<file path="config.mk">
export PLATFORM = sky130hd
export DESIGN_NAME = fifo_nibble_tx
export DESIGN_NICKNAME = d
export VERILOG_FILES = /design/src/rtl/fifo_nibble_tx.sv
export SDC_FILE = /design/constraint.sdc
export NUM_CORES = 1
export LEC_CHECK = 0
export CAP_MARGIN = 20
export CORE_MARGIN = 2
export CORE_UTILIZATION = 43
export DETAILED_ROUTE_END_ITERATION = 10
export DONT_BUFFER_PORTS = 1
export SLEW_MARGIN = 20
export SYNTH_ARGS = -nofsm -noshare
export SYNTH_HDL_FRONTEND = slang
export SYNTH_SLANG_ARGS = --single-unit
</file>
<file path="constraint.sdc">
create_clock -name clk -period 1.9 [get_ports clk]
set_input_delay 0.57 -clock clk [delete_from_list [all_inputs] [get_ports clk]]
set_output_delay 0.57 -clock clk [all_outputs]
set_load 0.03 [all_outputs]
</file>
<file path="src/rtl/fifo_nibble_tx.sv">
// Drain stage for the 4-deep nibble FIFO: pops one word at a time and sends it
// as start, 4 data bits LSB first, optional even parity and stop on a one-wire line.
module fifo_nibble_tx #(
    parameter int CLKS_PER_BIT = 4,
    parameter bit PARITY_EN    = 1'b0
) (
    input  logic       clk,
    input  logic       clr_n,
    input  logic       en,
    input  logic [3:0] fifo_dout,
    input  logic       fifo_empty,
    output logic       fifo_read,
    output logic       tx,
    output logic       busy,
    output logic [7:0] frames_sent
);

    localparam int            CW   = $clog2(CLKS_PER_BIT) + 1;
    localparam logic [CW-1:0] LAST = CW'(CLKS_PER_BIT - 1);

    typedef enum logic [2:0] {
        IDLE,
        START,
        DATA,
        PARITY,
        STOP
    } state_t;

    state_t        state;
    state_t        state_nxt;
    logic [CW-1:0] cnt;
    logic [1:0]    idx;
    logic [3:0]    shreg;
    logic          parity;
    logic          bit_done;
    logic          fetch;

    assign bit_done = (cnt == LAST);
    assign fetch    = (state == IDLE) && en && !fifo_empty;
    assign busy     = (state != IDLE);

    always_ff @(posedge clk or negedge clr_n) begin
        if (!clr_n) begin
            state <= IDLE;
        end else begin
            // NOTE: sequential state uses non-blocking assignments so every register samples pre-edge values.
            state <= state_nxt;
        end
    end

    always_comb begin
        // NOTE: defaults first so no path leaves a combinational output unassigned (no latch).
        state_nxt = state;
        case (state)
            IDLE:    if (fetch) state_nxt = START;
            START:   if (bit_done) state_nxt = DATA;
            DATA:    if (bit_done && idx == 2'd3) state_nxt = PARITY_EN ? PARITY : STOP;
            PARITY:  if (bit_done) state_nxt = STOP;
            STOP:    if (bit_done) state_nxt = IDLE;
            default: state_nxt = IDLE;
        endcase
    end

    // tx decodes straight from state so reset forces the line high without waiting for a clock.
    always_comb begin
        tx = 1'b1;
        case (state)
            START:   tx = 1'b0;
            DATA:    tx = shreg[0];
            PARITY:  tx = parity;
            default: tx = 1'b1;
        endcase
    end

    always_ff @(posedge clk or negedge clr_n) begin
        if (!clr_n) begin
            cnt         <= '0;
            idx         <= '0;
            shreg       <= '0;
            parity      <= 1'b0;
            fifo_read   <= 1'b0;
            frames_sent <= '0;
        end else begin
            fifo_read <= fetch;
            if (state == IDLE) begin
                cnt <= '0;
                if (fetch) begin
                    shreg  <= fifo_dout;
                    parity <= 1'b0;
                    idx    <= 2'd0;
                end
            end else if (bit_done) begin
                cnt <= '0;
                if (state == DATA) begin
                    parity <= parity ^ shreg[0];
                    shreg  <= {1'b0, shreg[3:1]};
                    idx    <= idx + 2'd1;
                end
                if (state == STOP) begin
                    frames_sent <= frames_sent + 8'd1;
                end
            end else begin
                cnt <= cnt + CW'(1);
            end
        end
    end

endmodule

</file>
Yosys cells after proc, flatten, opt, wreduce, memory -nomap -nowiden:

Cells that the tools add are included.

* register bits after elaboration: 22
* output and inout port bits: 11

* add/subtract/negate cells: 3
* equal/unequal tests: 11
* multiplexer cells: 21
* bitwise operators: 2
* reductions and logical operators: 11

Operator list (number)
* $mux W3: 7
* $mux W4: 4
* $pmux W3 S5: 1
* $ne A2 B2 Y1 const B: 5
* $eq A3 B2 Y1 const B: 3
* $add A8 B1 Y8 const B: 1
* $mux W2: 4
* $reduce_and A3 Y1: 2
* $reduce_and A5 Y1: 1
* $mux W1: 4
* $reduce_bool A2 Y1: 2
* $add A3 B1 Y3 const B: 1
* $eq A3 B1 Y1 const B: 1
* $eq A3 B3 Y1 const B: 1
* $logic_and A1 B1 Y1: 3
* $logic_not A3 Y1: 1
* $pmux W1 S3: 1
* $reduce_bool A3 Y1: 1
* $add A2 B1 Y2 const B: 1
* $eq A2 B2 Y1 const B: 1
* $logic_not A1 Y1: 1
* $not A1 Y1: 1
* $xor A1 B1 Y1: 1

Longest topological paths before layout:

Gate-level depths: netlist of run 1.

* depth after elaboration: 5
* mapped depth: 6

Least setup slack after synthesis of run 1:

Ideal clock, no wire load.

* path kind: reg-to-reg
* start: register state[2]
* end: register shreg[1]
* setup time: 125 ps
* data arrival time: 1571 ps
* slack: 204 ps
* cell stages (with the launch flop): 7
* buffers on the path: 1
* clock period less this slack: 1696 ps
* cell sequence: dfrtp_1 > buf_6 > nor3_4 > inv_2 > nor3b_4 > nor2_2 > mux2_4

* cells in the longest elaborated chain, start to end: 5
* elaborated cells between the ends (all ways): 9

Ends and longest elaborated chain
* start: declaration: line 29 `state_t state;`
* start signal: assignment: line 47 `state <= state_nxt;`
* $logic_not A3 Y1: line 39 `assign fetch = (state == IDLE) && en && !fifo_empty;`
* $logic_and A1 B1 Y1 (2 in a row): line 39
* named net fetch: line 36 `logic fetch;`
* $ne A2 B2 Y1 (no source line)
* $reduce_and A3 Y1 (no source line)
* end signal: assignment: line 88 `shreg <= fifo_dout;`
* end signal: assignment: line 96 `shreg <= {1'b0, shreg[3:1]};`
* end: declaration: line 33 `logic [3:0] shreg;`

The timed path passes the listed nets, and every way through them passes these cells.
A chain may end at the register's enable or synchronous reset.

Worst setup path in the final report of run 1:

* start: register shreg[0]
* end: output port tx

* cells in the longest elaborated chain, start to end: 1

Ends and longest elaborated chain
* $pmux W1 S3: line 67 `case (state)`
* end: declaration: line 13 `output logic tx,`

No other way between the ends.

==> impl_metrics.tcl, run 1 <==
set metrics [dict create \
    status "finished, final reports clean" \
    hold_path.class "in2async" \
    synth_edf_count 0 \
    ys_warn_count 0 \
    ys.flop_type "dfrtp_1" \
    antenna_cells 0 \
    ys_ff_latch 22 \
    ff_latch_area_um2 553.0 \
    final_cell_area_um2 1102 \
    ys_types 30 \
    dp_hpwl_mm 1.239 \
    grt_max_degree 23 \
    crit_slowest_cell "a311o_2" \
    gp_congestion 0.7107 \
    die_h_um 52.55 \
    synth_area_per_cell_um2 11.39 \
    seqPwrFrac_pct 49.9 \
    path_clk_slew_ps 110 \
    crit_buf_inv 1 \
    ant_nets 0 \
    wirelength_mm 1.733 \
    synth_area_leaders "dfrtp_1, nand2_1, xor2_1" \
    final_nets 108 \
    drive_gt1_share_pct 22.11 \
    min_period_over_period_pct 96.53 \
    grt_usage_pct 14.29 \
    drc 0 \
    finClkSkew_ps 1.991 \
    worstMarginPinSlew_ps 490.1 \
    rows 17 \
    startpoint_type "flop" \
    maxCapViolCount 0 \
    route.layer.met1.wl_um 775 \
    clock_power_share_pct 14.2 \
    drtPass1Iterations 4 \
    cts_sinks 22 \
    synth-compound-area-share_pct 5.062 \
    synth_top_family_by_area "simple AND/OR/NAND/NOR gates" \
    cp_num_cells 3 \
    drtIter0Drc 8 \
    fin_crit_ps 1834 \
    combinationalPowerShare_pct 35.9 \
    syn_nets 100 \
    initial_core_util_pct 45.81 \
    cp.arrival_ps 1260 \
    grt_pass1_vias 654 \
    numCtsBuffers 3 \
    max_slew_margin_pct 67.33 \
    wl_met2_um 807 \
    slew_violations 0 \
    max_stage_delay_ps 440 \
    switchingPower_mw 0.5233 \
    setup_viol 0 \
    async_reset_ff_share_pct 100.0 \
    dieWidth_um 52.55 \
    synth_top_area_share_pct 54.32 \
    cellLeakagePower_nw 0.5576 \
    die-area_um2 2762 \
    synth.area.mux_share_pct 6.049 \
    syn-cell-area_um2 1013 \
    tns_ps 0 \
    clockBufferDepth 2 \
    crit_path_max_fanout 2 \
    io_buffers 0 \
    placed_cell_area_um2 1050 \
    rsz0062_at_grt "no" \
    timing.critical_path.max_delay_family "compound AO/OA/AOI/OAI gates" \
    coreArea_um2 2212 \
    cp_cell_sequence "inv_1 > a21oi_1 > a311o_2" \
    synth_xor_area_share_pct 6.914 \
    hold_viol_final 0 \
    root_buffer "clkbuf_4" \
    h-tree-depth 1 \
    synthTopCellsByCount "dfrtp_1, nand2_1, xor2_1, nand3_1, nor2_1" \
    fillers 205 \
    dr_wl_met3_um 135 \
    wl_per_cell_um 14.09 \
    vias 666 \
    post-synth-top-area-cell "dfrtp_1" \
    p_per_area_nw_per_um2 1295 \
    route.top_layer_used "met4" \
    synth_fa_ha_area_share_pct 3.704 \
    yosysSeqAreaShare_pct 54.32 \
    clock_latency_ps 300 \
    antenna_found_initial 0 \
    syn_inst 89 \
    boundaryPins 19 \
    grt-ovfl-total 0 \
    cp.required_ps 1330 \
    fmax_mhz 545.2 \
    multi_input_area_um2 437.9 \
    yosysMostFrequentCell "dfrtp_1" \
    synth-simple-area-share_pct 20.74 \
    vdd_drop_max_mv 0.7918 \
    viasPerCell 5.415 \
    cts_tree "built" \
    internal_power_mw 0.9045 \
    switching_share_pct 36.65 \
    endpoint_kind "primary output" \
    area_growth_pct 8.766 \
    grt_pass1_wl_mm 2.780 \
    r2r_slack_ps 170 \
    reg2reg_depth 5 \
    crit_type "reg2out" \
]
-- layout make-up --
class	instances	area share, %
Multi-Input combinational cell	61	39.73
Timing Repair Buffer	6	3.859
Inverter	3	1.022
Tap cell	28	3.178
Clock buffer	3	2.043
Sequential cell	22	50.17
-- metal layers --
| layer | global-route usage [%] | up-vias |
|---|---|---|
| li1 | - | 319 |
| met1 | 15.22 | 322 |
| met2 | 23.96 | 23 |
| met3 | 7.429 | 2 |
| met4 | 5.128 | 0 |
| met5 | 0 | - |
-- sequential cells by signal, summed over array words and instances (netlist names) --
| signal | count |
|---|---|
| cnt | 3 |
| fifo_read | 1 |
| frames_sent | 8 |
| idx | 2 |
| parity | 1 |
| shreg | 4 |
| state | 3 |
-- kinds of logic (layout without fill, tap and decap cells) --
| family | count (synthesis) | in the layout |
|---|---|---|
| buffers and inverters | 6 | 12 |
| flip-flops | 22 | 22 |
| adder cells (fa/ha/maj) | 3 | 3 |
| AND/OR/NAND/NOR | 38 | 38 |
| XOR/XNOR | 8 | 8 |
| AO/OA/AOI/OAI | 7 | 7 |
| multiplexers | 5 | 5 |
-- worst paths after layout --
path | startpoint | to
max | shreg[0]$_DFFE_PN0P_ | tx
min | clr_n | frames_sent[5]$_DFFE_PN0P_
max reg2reg | cnt[0]$_DFF_PN0_ | shreg[1]$_DFFE_PN0P_
min reg2reg | cnt[0]$_DFF_PN0_ | cnt[0]$_DFF_PN0_
max in group asynchronous | clr_n | state[1]$_DFFE_PN0P_
min in group clk | fifo_dout[3] | shreg[3]$_DFFE_PN0P_
-- through the flow --
step                power, mW  worst slack (ps)  util, %  hold WS [ps]  std cells
finish                  1.428             65.89    49.83         213.8        123
global route            1.547            0.5593    49.83         232.4        123
CTS                     1.425             6.019    49.04         394.4        121
detailed placement      1.199             185.4    47.45         274.9        117
global placement        1.183             213.1    47.45         274.8        117
floorplan               1.098             204.4        -         274.4         89
-- layout by cell type (no fill, tap or decap), drive strengths merged, types with 4 or more instances in the layout --
master and instances:
buf 6, dfrtp 22, nand2 14, nand3 4, nor2 5, nor3 4, nor3b 4, xor2 5
-- power groups by stage --
stage               Sequential [mW]  Combinational [mW]  Clock, mW
detailed placement            0.725               0.474          0
floorplan                     0.675               0.423          0
global route                  0.731               0.578      0.238
global placement              0.719               0.464          0
finish                        0.712               0.512      0.203
CTS                           0.721               0.486      0.218
-- timing repair --
action / CTS / global route
hold buffers: 1 / 0
endpoints found under the hold margin: 22 / 0
cloned: 0 / 0
endpoints found under the setup margin: 1 / 2
setup buffers: 0 / 2
gates resized for setup: 2 / 2
(Power assumes the default switching activity.)
==> run 2: changes to the inputs <==
--- a/config.mk
+++ b/config.mk
@@ -5,11 +5,11 @@
 export SDC_FILE = /design/constraint.sdc
 export NUM_CORES = 1
 export LEC_CHECK = 0
-export CAP_MARGIN = 20
 export CORE_MARGIN = 2
 export CORE_UTILIZATION = 43
 export DETAILED_ROUTE_END_ITERATION = 10
 export DONT_BUFFER_PORTS = 1
+export PLACE_DENSITY = 0.58
 export SLEW_MARGIN = 20
 export SYNTH_ARGS = -nofsm -noshare
 export SYNTH_HDL_FRONTEND = slang
==> impl_metrics.tcl, run 2 (synthesized netlist as in run 1, its figures left out) <==
set metrics [dict create \
    coreArea_um2 2212 \
    ant_nets 0 \
    final_common_cell "dfrtp_1" \
    gp_congestion 0.7292 \
    cellLeakagePower_nw 0.6002 \
    drive_gt1_share_pct 28.43 \
    viasPerCell 5.369 \
    reg2reg_depth 7 \
    dp.cells 119 \
    r2r_start "state[0]$_DFFE_PN0P_" \
    max_slew_margin_pct 67.01 \
    startpoint "shreg[0]$_DFFE_PN0P_" \
    clockBufferDepth 2 \
    crit_buf_inv 1 \
    numCtsBuffers 3 \
    antenna_found_initial 0 \
    maxCapViolCount 0 \
    mostFrequentLayoutCells "dfrtp_1, nand2_1, buf_4" \
    clock_latency_ps 310 \
    drc 0 \
    cp.arrival_ps 1280 \
    drtPass1Iterations 4 \
    grt-ovfl-total 0 \
    endpoint_kind "primary output" \
    startpoint_type "flop" \
    h-tree-depth 1 \
    wl_per_cell_um 14.58 \
    crit_path_max_fanout 2 \
    max_stage_delay_ps 450 \
    root_buffer "clkbuf_4" \
    vias 698 \
    cp.required_ps 1330 \
    grt_pass1_wl_mm 3.111 \
    timing.critical_path.max_delay_family "compound AO/OA/AOI/OAI gates" \
    die-area_um2 2762 \
    cts_sinks 22 \
    fillers 201 \
    io_buffers 0 \
    slew_violations 0 \
    cts_tree "built" \
    final_nets 114 \
    final_util_pct 53.22 \
    reg_top3 "frames_sent: 8 flops, shreg: 4 flops" \
    grt_pass1_vias 644 \
    hold_viol_final 0 \
    r2r_slack_ps 210 \
    endpoint "tx" \
    largest_register_ffs 8 \
    rsz0062_at_grt "yes" \
    r2r-end "shreg[3]$_DFFE_PN0P_" \
    finClkSkew_ps 7.952 \
    die_h_um 52.55 \
    boundaryPins 19 \
    hold_path.class "in2async" \
    vdd_drop_max_mv 0.8514 \
    min_period_over_period_pct 97.29 \
    rows 17 \
    cp_cell_sequence "inv_2 > a21oi_2 > a311o_2" \
    stdcell_count 130 \
    crit_slowest_cell "a311o_2" \
    wirelength_mm 1.896 \
    area_growth_pct 16.17 \
    tns_ps 0 \
    drtIter0Drc 7 \
    crit_type "reg2out" \
    grt_max_degree 23 \
    status "finished, final reports clean" \
    fin_crit_ps 1848 \
    largest-register "frames_sent" \
    dieWidth_um 52.55 \
    initial_core_util_pct 45.81 \
    cp_num_cells 3 \
    path_clk_slew_ps 130 \
    setup_viol 0 \
    whs_ps 198.0 \
    dp_hpwl_mm 1.255 \
    p_per_area_nw_per_um2 1438 \
    grt_usage_pct 15.99 \
    fmax_mhz 541.0 \
    antenna_cells 0 \
    worstMarginPinSlew_ps 494.8 \
]
## run 2: per-stage QoR
step                setup WS [ps]  area, µm²  power, mW
floorplan                   204.4       1013      1.098
global placement            288.0       1065      1.195
detailed placement          230.8       1065      1.207
CTS                         42.02       1146      1.619
global route               -12.43       1177      1.811
finish                      51.51       1177      1.693
## run 2: cell type report
class / instances / area, µm² / share of cell area [%]
inverters: 3 / 13.76 / 1.169
clock inverters: 1 / 30.03 / 2.550
repair buffers: 12 / 87.58 / 7.439
flip-flops and latches: 22 / 553.0 / 46.97
multi-input cells: 61 / 435.4 / 36.98
well taps: 28 / 35.03 / 2.976
clock buffers: 3 / 22.52 / 1.913
## run 2: power breakdown
| group | switching [mW] | internal (mW) | total [mW] | leakage [nW] |
|---|---|---|---|---|
| clock network | 0.146 | 0.213 | 0.359 | 0.0279 |
| registers | 0.114 | 0.586 | 0.699 | 0.291 |
| logic | 0.322 | 0.312 | 0.634 | 0.281 |
| total | 0.582 | 1.11 | 1.69 | 0.600 |
## run 2: repair_timing
item / 4_1_cts / 5_1_grt
setup buffers: 2 / 4
setup endpoints to repair: 1 / 1
pin swaps: 1 / 2
hold buffers: 1 / 0
resized for setup: 3 / 3
endpoints found under the hold margin: 22 / 0
## run 2: worst min-delay path by stage
stage | startpoint | end | slack [ps] | cells past startpoint
floorplan | clr_n | cnt[0]$_DFF_PN0_ | 270 | 0
global placement | clr_n | frames_sent[6]$_DFFE_PN0P_ | 270 | 0
detailed placement | clr_n | frames_sent[6]$_DFFE_PN0P_ | 270 | 0
CTS | fifo_dout[3] | shreg[3]$_DFFE_PN0P_ | 390 | 1
global route | clr_n | frames_sent[7]$_DFFE_PN0P_ | 220 | 1
finish | clr_n | frames_sent[2]$_DFFE_PN0P_ | 200 | 1
## run 2: metal layers
metal  global-route usage, %  up-vias  wire (µm)
li1                        -      332          -
met4                   5.128        0         34
met3                   5.714        4        127
met1                   18.33      338        783
met2                   27.50       24        951
met5                       0        -          0
## run 2: worst register-to-register path, cell delays in order, from the launching register on
cell	delay [ps]
dfrtp_2	460
buf_4	150
nor3_4	220
inv_4	120
nor3b_4	210
nor2_2	110
buf_4	150
a22o_1	170
==> run 3: changes to the inputs <==
==> constraint.sdc (replaced) <==
create_clock -name clk -period 2.2 [get_ports clk]
set_input_delay 0.66 -clock clk [delete_from_list [all_inputs] [get_ports clk]]
set_output_delay 0.66 -clock clk [all_outputs]
set_load 0.03 [all_outputs]
==> impl_metrics.tcl, run 3 (synthesized netlist as in run 1, its figures left out) <==
set metrics [dict create \
    numCtsBuffers 3 \
    crit_buf_inv 0 \
    max_stage_delay_ps 530 \
    endpoint_kind "primary output" \
    initial_core_util_pct 45.81 \
    cp.arrival_ps 1430 \
    startpoint_type "flop" \
    wl_per_cell_um 14.98 \
    whs_ps 133.3 \
    maxCapViolCount 0 \
    cts_tree "built" \
    clock_power_share_pct 17.9 \
    wirelength_mm 1.797 \
    crit_slowest_cell "dfrtp_1" \
    coreArea_um2 2212 \
    finClkSkew_ps 7.929 \
    max_slew_margin_pct 72.39 \
    drc 0 \
    placed_cell_area_um2 1035 \
    viasPerCell 5.567 \
    status "finished, final reports clean" \
    dieWidth_um 52.55 \
    antenna_cells 0 \
    switching_share_pct 37.48 \
    crit_type "reg2out" \
    rsz0062_at_grt "no" \
    ant_nets 0 \
    fin_crit_ps 2092 \
    cp.required_ps 1540 \
    vdd_drop_max_mv 0.6274 \
    final_cell_area_um2 1091 \
    worstMarginPinSlew_ps 414.2 \
    h-tree-depth 1 \
    clock_latency_ps 310 \
    boundaryPins 19 \
    grt_max_degree 23 \
    cp_cell_sequence "a21oi_1 > a311o_1" \
    vias 668 \
    mostFrequentLayoutCells "dfrtp_1, nand2_1, xor2_1" \
    final_common_cell "dfrtp_1" \
    largest-register "frames_sent" \
    io_buffers 0 \
    switchingPower_mw 0.4673 \
    clockBufferDepth 2 \
    grt_usage_pct 16.09 \
    finalWorstSetupSlack_ps 108.1 \
    drtPass1Iterations 4 \
    die_h_um 52.55 \
    hold_path.class "in2async" \
    final_util_pct 49.32 \
    fmax_mhz 478.0 \
    ctsResizeCount 0 \
    min_period_over_period_pct 95.09 \
    cellLeakagePower_nw 0.5512 \
    path_clk_slew_ps 120 \
    dp_hpwl_mm 1.274 \
    setup_viol 0 \
    largest_register_ffs 8 \
    internal_power_mw 0.7794 \
    area_growth_pct 7.655 \
    power_mw 1.247 \
    pre_cts_ws_ps 286.8 \
    grt_pass1_wl_mm 3.132 \
    p_per_area_nw_per_um2 1143 \
    grt-ovfl-total 0 \
    final_nets 104 \
    tns_ps 0 \
    gp_congestion 0.6943 \
    root_buffer "clkbuf_4" \
    drtIter0Drc 11 \
    combinationalPowerShare_pct 32.5 \
    grt_pass1_vias 711 \
    reg_top3 "frames_sent: 8 flops, shreg: 4 flops" \
    hold_viol_final 0 \
    cts_sinks 22 \
    timing.critical_path.max_delay_family "compound AO/OA/AOI/OAI gates" \
    drive_gt1_share_pct 15.22 \
    crit_path_max_fanout 8 \
    dp.cells 115 \
    stdcell_count 120 \
    rows 17 \
    antenna_found_initial 0 \
    die-area_um2 2762 \
    slew_violations 0 \
    seqPwrFrac_pct 49.6 \
]
## run 3: changes by cell type in the layout (fill, tap and decap cells not counted), sizes merged
cell / delta
buf: -10
bufinv: -1
clkbuf: +1
## run 3: final timing paths
check	cells after the start	from	slack [ps]	to
min in group clk	1	fifo_empty	410	fifo_read$_DFF_PN0_
setup / recovery	2	state[1]$_DFFE_PN0P_	110	tx
hold reg to reg	1	cnt[0]$_DFF_PN0_	470	cnt[0]$_DFF_PN0_
setup reg to reg	5	state[2]$_DFFE_PN0P_	300	shreg[2]$_DFFE_PN0P_
hold / removal	1	clr_n	130	state[0]$_DFFE_PN0P_
max in group asynchronous	1	clr_n	1920	frames_sent[2]$_DFFE_PN0P_
## run 3: layout make-up
cell class              count  area, µm²
flip-flops and latches     22      550.5
repair buffers              2      27.53
clock buffers               4      36.28
inverters                   3      11.26
fillers                   213       1121
multi-input cells          61      430.4
well taps                  28      35.03
## run 3: layer usage
layer | vias to the layer above | share of wire (%) | track usage [%]
li1 | 312 | - | -
met1 | 326 | 39 | 16.09
met2 | 28 | 49 | 27.92
met3 | 2 | 10 | 8.286
met4 | 0 | 1.4 | 6.410
met5 | - | 0 | 0
## run 3: power by group through the flow
stage,registers (mW),clock network [mW],logic [mW]
after floorplan,0.583,0,0.366
final,0.619,0.223,0.406
after global routing,0.633,0.250,0.458
after detailed placement,0.626,0,0.395
after global placement,0.621,0,0.382
after CTS,0.618,0.235,0.397
## run 3: timing repair
action                                 in CTS  in global routing
endpoints found under the hold margin       0                 22
hold buffers                                0                  1
setup buffers                               0                  0
## run 3: worst reg2reg max path: stages, from the launching register on
cell     delay [ps]
dfrtp_1         510
nor3_4          340
inv_2           190
nor3b_4         310
nor2_2          140
mux2_4          310
